===== src/rtl/rca_pkg.sv =====
// Shared constants and configuration checks for the pipelined ripple-carry adder.
// Contents:
//   DEF_WIDTH   - default operand/sum width
//   DEF_STAGE_W - default bits added per pipeline stage
//   width_ok()  - legality of a WIDTH/STAGE_W pairing, used for the elaboration check
package rca_pkg;

  localparam int DEF_WIDTH   = 16;
  localparam int DEF_STAGE_W = 4;

  function automatic bit width_ok(input int width, input int stage_w);
    return (stage_w > 0) && (width >= stage_w) && ((width % stage_w) == 0);
  endfunction

endpackage


===== src/rtl/rca_chunk.sv =====
// STAGE_W-bit combinational ripple-carry adder built from full_adder_1 cells.
// Ports:
//   a, b   [STAGE_W-1:0]  chunk operands
//   cin                   carry into bit 0
//   sum    [STAGE_W-1:0]  chunk sum
//   carry  [STAGE_W:0]    full carry chain; carry[0]=cin, carry[i+1]=carry out of bit i.
//                         carry[STAGE_W] is the chunk carry out, carry[STAGE_W-1] the
//                         carry into the top bit (needed for signed overflow).
module full_adder_1 (
  input  logic a,
  input  logic b,
  input  logic cin,
  output logic sum,
  output logic cout
);
  assign sum  = a ^ b ^ cin;
  assign cout = (a & b) | (cin & (a ^ b));
endmodule

module rca_chunk
  import rca_pkg::*;
#(
  parameter int STAGE_W = DEF_STAGE_W
) (
  input  logic [STAGE_W-1:0] a,
  input  logic [STAGE_W-1:0] b,
  input  logic               cin,
  output logic [STAGE_W-1:0] sum,
  output logic [STAGE_W:0]   carry
);
  assign carry[0] = cin;

  for (genvar i = 0; i < STAGE_W; i++) begin : g_bit
    full_adder_1 u_fa (
      .a    (a[i]),
      .b    (b[i]),
      .cin  (carry[i]),
      .sum  (sum[i]),
      .cout (carry[i+1])
    );
  end
endmodule


===== src/rtl/pipe_rca_adder.sv =====
// Pipelined ripple-carry adder with valid/ready streaming.
// WIDTH-bit A+B+Cin is split into STAGE_W-bit chunks, one chunk per pipeline stage,
// with the carry registered between stages. Latency is STAGES = WIDTH/STAGE_W cycles.
// Optional feature: define PIPE_RCA_OVF_EN to add the registered signed-overflow port ovf.
// Ports:
//   clk, rst_n           clock, asynchronous active-low reset
//   in_valid / in_ready  input handshake; in_ready = !out_valid || out_ready
//   a, b, cin            operands and carry-in
//   out_valid/out_ready  output handshake
//   sum, cout            registered result, held while out_valid && !out_ready
//   ovf                  signed overflow (PIPE_RCA_OVF_EN only)
module pipe_rca_adder
  import rca_pkg::*;
#(
  parameter int WIDTH   = DEF_WIDTH,
  parameter int STAGE_W = DEF_STAGE_W
) (
  input  logic             clk,
  input  logic             rst_n,
  input  logic             in_valid,
  output logic             in_ready,
  input  logic [WIDTH-1:0] a,
  input  logic [WIDTH-1:0] b,
  input  logic             cin,
  output logic             out_valid,
  input  logic             out_ready,
  output logic [WIDTH-1:0] sum,
  output logic             cout
`ifdef PIPE_RCA_OVF_EN
  ,
  output logic             ovf
`endif
);

  localparam int STAGES = WIDTH / STAGE_W;

  if (!width_ok(WIDTH, STAGE_W)) begin : g_bad_cfg
    $fatal(1, "pipe_rca_adder: WIDTH must be a positive multiple of STAGE_W");
  end

  // One global enable: the whole pipe moves or holds together, bubbles included.
  logic advance;
  assign advance  = !out_valid || out_ready;
  assign in_ready = advance;

  for (genvar k = 0; k < STAGES; k++) begin : g_stage
    // Operand bits still unconsumed on entry to stage k (its own chunk and above).
    localparam int REM = WIDTH - k * STAGE_W;

    logic [REM-1:0]             a_in;
    logic [REM-1:0]             b_in;
    logic                       c_in;
    logic                       v_in;
    logic [STAGE_W-1:0]         s_chunk;
    logic [STAGE_W:0]           chain;
    logic [(k+1)*STAGE_W-1:0]   sum_next;
    logic [(k+1)*STAGE_W-1:0]   sum_r;
    logic                       v_r;
    logic                       c_r;
    logic                       unused_chain;

    if (k == 0) begin : g_src
      assign a_in     = a;
      assign b_in     = b;
      assign c_in     = cin;
      assign v_in     = in_valid;
      assign sum_next = s_chunk;
    end else begin : g_src
      assign a_in     = g_stage[k-1].g_fwd.a_r;
      assign b_in     = g_stage[k-1].g_fwd.b_r;
      assign c_in     = g_stage[k-1].c_r;
      assign v_in     = g_stage[k-1].v_r;
      // Completed lower chunks ride along so the sum is aligned at the output.
      assign sum_next = {s_chunk, g_stage[k-1].sum_r};
    end

    rca_chunk #(.STAGE_W(STAGE_W)) u_chunk (
      .a     (a_in[STAGE_W-1:0]),
      .b     (b_in[STAGE_W-1:0]),
      .cin   (c_in),
      .sum   (s_chunk),
      .carry (chain)
    );

    // Only the chunk carry out is pipelined; inner chain bits matter for ovf alone.
    assign unused_chain = ^chain[STAGE_W-1:0];

    always_ff @(posedge clk or negedge rst_n) begin
      if (!rst_n) begin
        v_r   <= 1'b0;
        c_r   <= 1'b0;
        sum_r <= '0;
      end else if (advance) begin
        v_r   <= v_in;
        c_r   <= chain[STAGE_W];
        sum_r <= sum_next;
      end
    end

    // Skew registers: upper operand chunks wait here until their stage uses them.
    if (REM > STAGE_W) begin : g_fwd
      logic [REM-STAGE_W-1:0] a_r;
      logic [REM-STAGE_W-1:0] b_r;

      always_ff @(posedge clk or negedge rst_n) begin
        if (!rst_n) begin
          a_r <= '0;
          b_r <= '0;
        end else if (advance) begin
          a_r <= a_in[REM-1:STAGE_W];
          b_r <= b_in[REM-1:STAGE_W];
        end
      end
    end
  end

  assign out_valid = g_stage[STAGES-1].v_r;
  assign sum       = g_stage[STAGES-1].sum_r;
  assign cout      = g_stage[STAGES-1].c_r;

`ifdef PIPE_RCA_OVF_EN
  // Signed overflow: carry into the MSB differs from carry out of the MSB.
  logic ovf_r;

  always_ff @(posedge clk or negedge rst_n) begin
    if (!rst_n) begin
      ovf_r <= 1'b0;
    end else if (advance) begin
      ovf_r <= g_stage[STAGES-1].chain[STAGE_W] ^ g_stage[STAGES-1].chain[STAGE_W-1];
    end
  end

  assign ovf = ovf_r;
`endif

endmodule


===== config.mk =====
export PLATFORM = sky130hd
export DESIGN_NAME = pipe_rca_adder
export DESIGN_NICKNAME = d
export VERILOG_FILES = /design/src/rtl/rca_pkg.sv /design/src/rtl/rca_chunk.sv /design/src/rtl/pipe_rca_adder.sv
export SDC_FILE = /design/constraint.sdc
export NUM_CORES = 1
export LEC_CHECK = 0
export CORE_UTILIZATION = 35
export DETAILED_ROUTE_END_ITERATION = 6
export SETUP_SLACK_MARGIN = 0.5
export SLEW_MARGIN = 20
export SYNTH_ARGS = -nofsm -noshare
export SYNTH_HDL_FRONTEND = slang
export SYNTH_SLANG_ARGS = --single-unit
export TNS_END_PERCENT = 50

===== constraint.sdc =====
create_clock -name clk -period 3.19 [get_ports clk]
set_input_delay 0.4785 -clock clk [delete_from_list [all_inputs] [get_ports clk]]
set_output_delay 0.4785 -clock clk [all_outputs]
set_load 0.03 [all_outputs]

Yosys cells after proc, flatten, opt, wreduce, memory -nomap -nowiden
Cells that the tools add are included.
{ "word_totals": {"ff_bits": 96, "latchBits": 0, "ramBits": 0, "mem_bits_ro": 0, "input_bits": 37, "out_inout_bits": 19, "wordCells": 100, "n_memories": 0} }
{ "classes": {"add_sub_neg": 0, "multipliers": 0, "div_mod_pow": 0, "n_lt_le_gt_ge": 0, "eq_ne": 0, "shift": 0, "muxes": 0, "n_bitwise": 80, "reduce_logical": 2} }
{ "op_table": {"columns": ["operator", "count"], "rows": [
  ["1-bit bitwise AND", 32],
  ["1-bit XOR", 32],
  ["1-bit bitwise OR", 16],
  ["1-bit zero test", 1],
  ["1-bit logical OR", 1]
]} }

Depth between registers and ports, before layout
{ "logic_depth": {"word_depth": 9, "ltp_mapped": 8, "depth_no_buf": 8} }

By module
From an unflattened synthesis, not the netlist that was laid out.
{ "unflattened": {"cells_unflattened": 224, "area_unflattened_um2": 4033.9} }
{ "modules_own_cells": {"columns": ["mod", "n_inst", "cells_each", "area_each_um2", "seq_area_each_um2"], "rows": [
  ["pipe_rca_adder", 1, 204, 3683.5, 2402.3],
  ["full_adder_1", 16, 1, 20.0, 0.0],
  ["rca_chunk", 4, 1, 7.5, 0.0]
]} }

Worst setup path before layout
OpenSTA, ideal clock, no wires.
{ "synth_timing": {"path_type": "register -> register", "start": "register g_stage[0].c_r", "end": "register g_stage[1].sum_r[7]", "arrival_time_ns": 2.057, "t_required_ns": 3.113, "path_slack_ns": 1.056, "path_stages_with_launch": 9, "cell_sequence": "dfrtp_1 inv_1 fa_1 inv_1 fa_1 fa_1 inv_1 fa_1 a21oi_1"} }
{ "synth_between": {"elab_chain_len": 7} }
{ "synth_rtl": {"columns": ["item", "line", "source"], "rows": [
  ["start, declared", "pipe_rca_adder.sv:59", "logic c_r;"],
  ["start signal, assigned", "pipe_rca_adder.sv:95", "c_r <= chain[STAGE_W];"],
  ["1-bit bitwise AND", "rca_chunk.sv:17", "assign cout = (a & b) | (cin & (a ^ b));"],
  ["1-bit bitwise OR", "rca_chunk.sv:17", null],
  ["1-bit bitwise AND", "rca_chunk.sv:17", null],
  ["1-bit bitwise OR", "rca_chunk.sv:17", null],
  ["1-bit bitwise AND", "rca_chunk.sv:17", null],
  ["1-bit bitwise OR", "rca_chunk.sv:17", null],
  ["1-bit XOR", "rca_chunk.sv:16", "assign sum = a ^ b ^ cin;"],
  ["end signal, assigned", "pipe_rca_adder.sv:96", "sum_r <= sum_next;"],
  ["end, declared", "pipe_rca_adder.sv:57", "logic [(k+1)*STAGE_W-1:0] sum_r;"]
]} }
No other way between the ends.
A chain may end at the register's enable or synchronous reset.

Worst setup path after layout
Same ends and word-level chain as after synthesis.

==> flow_metrics.tcl <==
set metrics [dict create \
    core_um2 11520 \
    drt.antenna.violating_nets 0 \
    p_per_area_nw_per_um2 980.7 \
    final_nets 371 \
    drt_wl_total_um 6458 \
    cts_sinks 96 \
    crit_family "adder cells" \
    met2_wirelength_um 3233 \
    rows 39 \
    ir_drop_uv 289.5 \
    required_ps 3440 \
    dp_hpwl_um 4318 \
    hold_class "input pin to async pin" \
    cts-resized-gates 0 \
    cp_num_buf_inv 3 \
    final_cell_mix "dfrtp_1 (96), clkdlybuf4s50_1 (54), mux2_2 (46)" \
    area_growth_pct 23.94 \
    drt_iter0_drc 57 \
    grt_pass1_vias 2334 \
    tritoncts "built" \
    r2r-start "g_stage[0].c_r" \
    syn_nets 311 \
    ys_types 14 \
    setup_viol 0 \
    r2r_end "g_stage[1].sum_r[7]" \
    dieArea_um2 12360 \
    multi_input_area_um2 1556 \
    viasPerCell 4.524 \
    dr_wl_met3_um 173 \
    hold_viol 0 \
    path_cells "inv_1, fa_1, inv_1, fa_1, fa_1, inv_1, fa_1, a21oi_1" \
    grt_max_degree 51 \
    arrival_ps 2550 \
    path_clk_slew_ps 60 \
    hold_buffers 0 \
    syn_avg_cell_area_um2 16.16 \
    critical-path-max-stage-delay_ps 470 \
    clock.fmax_mhz 435.3 \
    dr.max_layer_used "met4" \
    seq_area_frac_synth_pct 57.61 \
    htree_levels 3 \
    grt_first_pass_wirelength_um 11200 \
    failed_checks "design-rule violations" \
    synth_cells 258 \
    path_common_cell "fa_1" \
    finalMaxSlewViolations 0 \
    die_w_um 111.2 \
    wirelength_met1_um 2890 \
    drc 5 \
    cts_buffers 9 \
    drive_gt1_share_pct 33.13 \
    nFillCells 1031 \
    port_buffers 55 \
    seqCellArea_um2 2402 \
    overflow 0 \
    drv_cap 0 \
    die_y_um 111.2 \
    p_leak_nw 2.333 \
    dr.pass1.iters 5 \
    cp_max_fo 2 \
    gp_congestion 0.6636 \
    clkLatencyLatePin_ps 330 \
    synth-seq-cells 96 \
    num_vias 2108 \
    hold_ws_ps 146.7 \
    final_common_cell "dfrtp_1" \
    worstSetupEndpointType "flop" \
    final.setup.tns_ps 0 \
    netlist_area_um2 4170 \
    crit_path_start_kind "flop" \
    rrSetupSlack_ps 890 \
    cts_root_buf "clkbuf_16" \
    antenna-diode-count 0 \
    rsz0062_at_grt "false" \
    r2r_cells 8 \
    avgRoutedWirePerCell_um 13.86 \
    worst_slew_pin_slew_ps 851.1 \
    post-cts-setup-buffers 0 \
    cts.path.max_buffers 2 \
    min_period_ps 2297 \
    antenna_found_initial 0 \
    post-route-period-util_pct 72.01 \
    clock_skew_ps 4.539 \
    io_pins 56 \
    slew_headroom_pct 43.26 \
    critPathSlowestCell "fa_1" \
    start_util_pct 36.21 \
    yosys_warnings 0 \
    crit_type "flop to flop" \
    grt_use_total_pct 11.89 \
    status "finished, violations left" \
]
[cells by family (layout without fill, tap and decap cells)]
family | count (synthesis) | in the layout | share of synthesized area, %
and+or+nand+nor | 11 | 11 | 1.980
AOI/OAI and AO/OA | 9 | 9 | 1.080
DFF | 96 | 96 | 57.61
adders and majority gates | 16 | 16 | 7.681
muxes | 86 | 86 | 26.46
buffers and inverters | 40 | 105 | 5.190
[layout make-up]
| cell class | count | area share, % |
|---|---|---|
| repair buffers | 60 | 11.33 |
| flip-flops and latches | 96 | 46.48 |
| inverters | 29 | 2.203 |
| clock inverters | 5 | 1.525 |
| well taps | 143 | 3.462 |
| multi-input cells | 122 | 30.11 |
| clock buffers | 11 | 4.890 |
[report_power, final]
part / switching, mW / total, mW / internal (mW)
Combinational: 0.816 / 1.88 / 1.06
Sequential: 0.286 / 2.04 / 1.75
Clock: 0.430 / 1.16 / 0.728
Total: 1.53 / 5.07 / 3.54
[state kept, by name, indices dropped and copies added (netlist names)]
register           flops
g_stage.sum_r         24
g_stage.v_r            3
cout                   1
g_stage.c_r            3
g_stage.g_fwd.a_r     24
out_valid              1
sum                   16
g_stage.g_fwd.b_r     24
[metrics by stage]
stage / util (%) / instance area [µm²] / setup WS (ps) / total power [mW] / cells
after floorplan: - / 4170 / 1056 / 3.430 / 258
after global placement: 42.00 / 4837 / 603.6 / 3.918 / 450
after detailed placement: 42.00 / 4837 / 563.7 / 3.983 / 450
after CTS: 44.88 / 5169 / 858.0 / 5.160 / 466
after global routing: 44.88 / 5169 / 765.9 / 5.436 / 466
final: 44.88 / 5169 / 892.8 / 5.069 / 466
[routing by layer]
metal	up-vias	global-route usage [%]
li1	985	-
met1	1081	14.28
met2	31	20.00
met3	11	2.023
met4	0	7.297
met5	-	0
[cells in the mapped netlist (all sizes together)]
master | number | area share [%]
dfrtp | 96 | 58
fa | 16 | 7.7
buf | 11 | 2.5
a21oi | 9 | 1.1
inv | 29 | 2.7
nor2b | 1 | 0.21
mux2i | 3 | 0.72
nand2b | 1 | 0.15
mux2 | 83 | 26
nor3b | 9 | 1.6
[worst max path at each step]
stage,from,end,slack [ps],cells past startpoint
final,g_stage[0].c_r,g_stage[1].sum_r[7],890,8
after global routing,g_stage[1].c_r,g_stage[2].sum_r[11],770,8
after CTS,g_stage[0].c_r,g_stage[1].sum_r[7],860,8
after detailed placement,a[0],g_stage[0].sum_r[3],560,9
after global placement,a[0],g_stage[0].sum_r[3],600,9
after floorplan,g_stage[0].c_r,g_stage[1].sum_r[7],1060,8
Note: power is estimated with default switching activity, not from simulation.
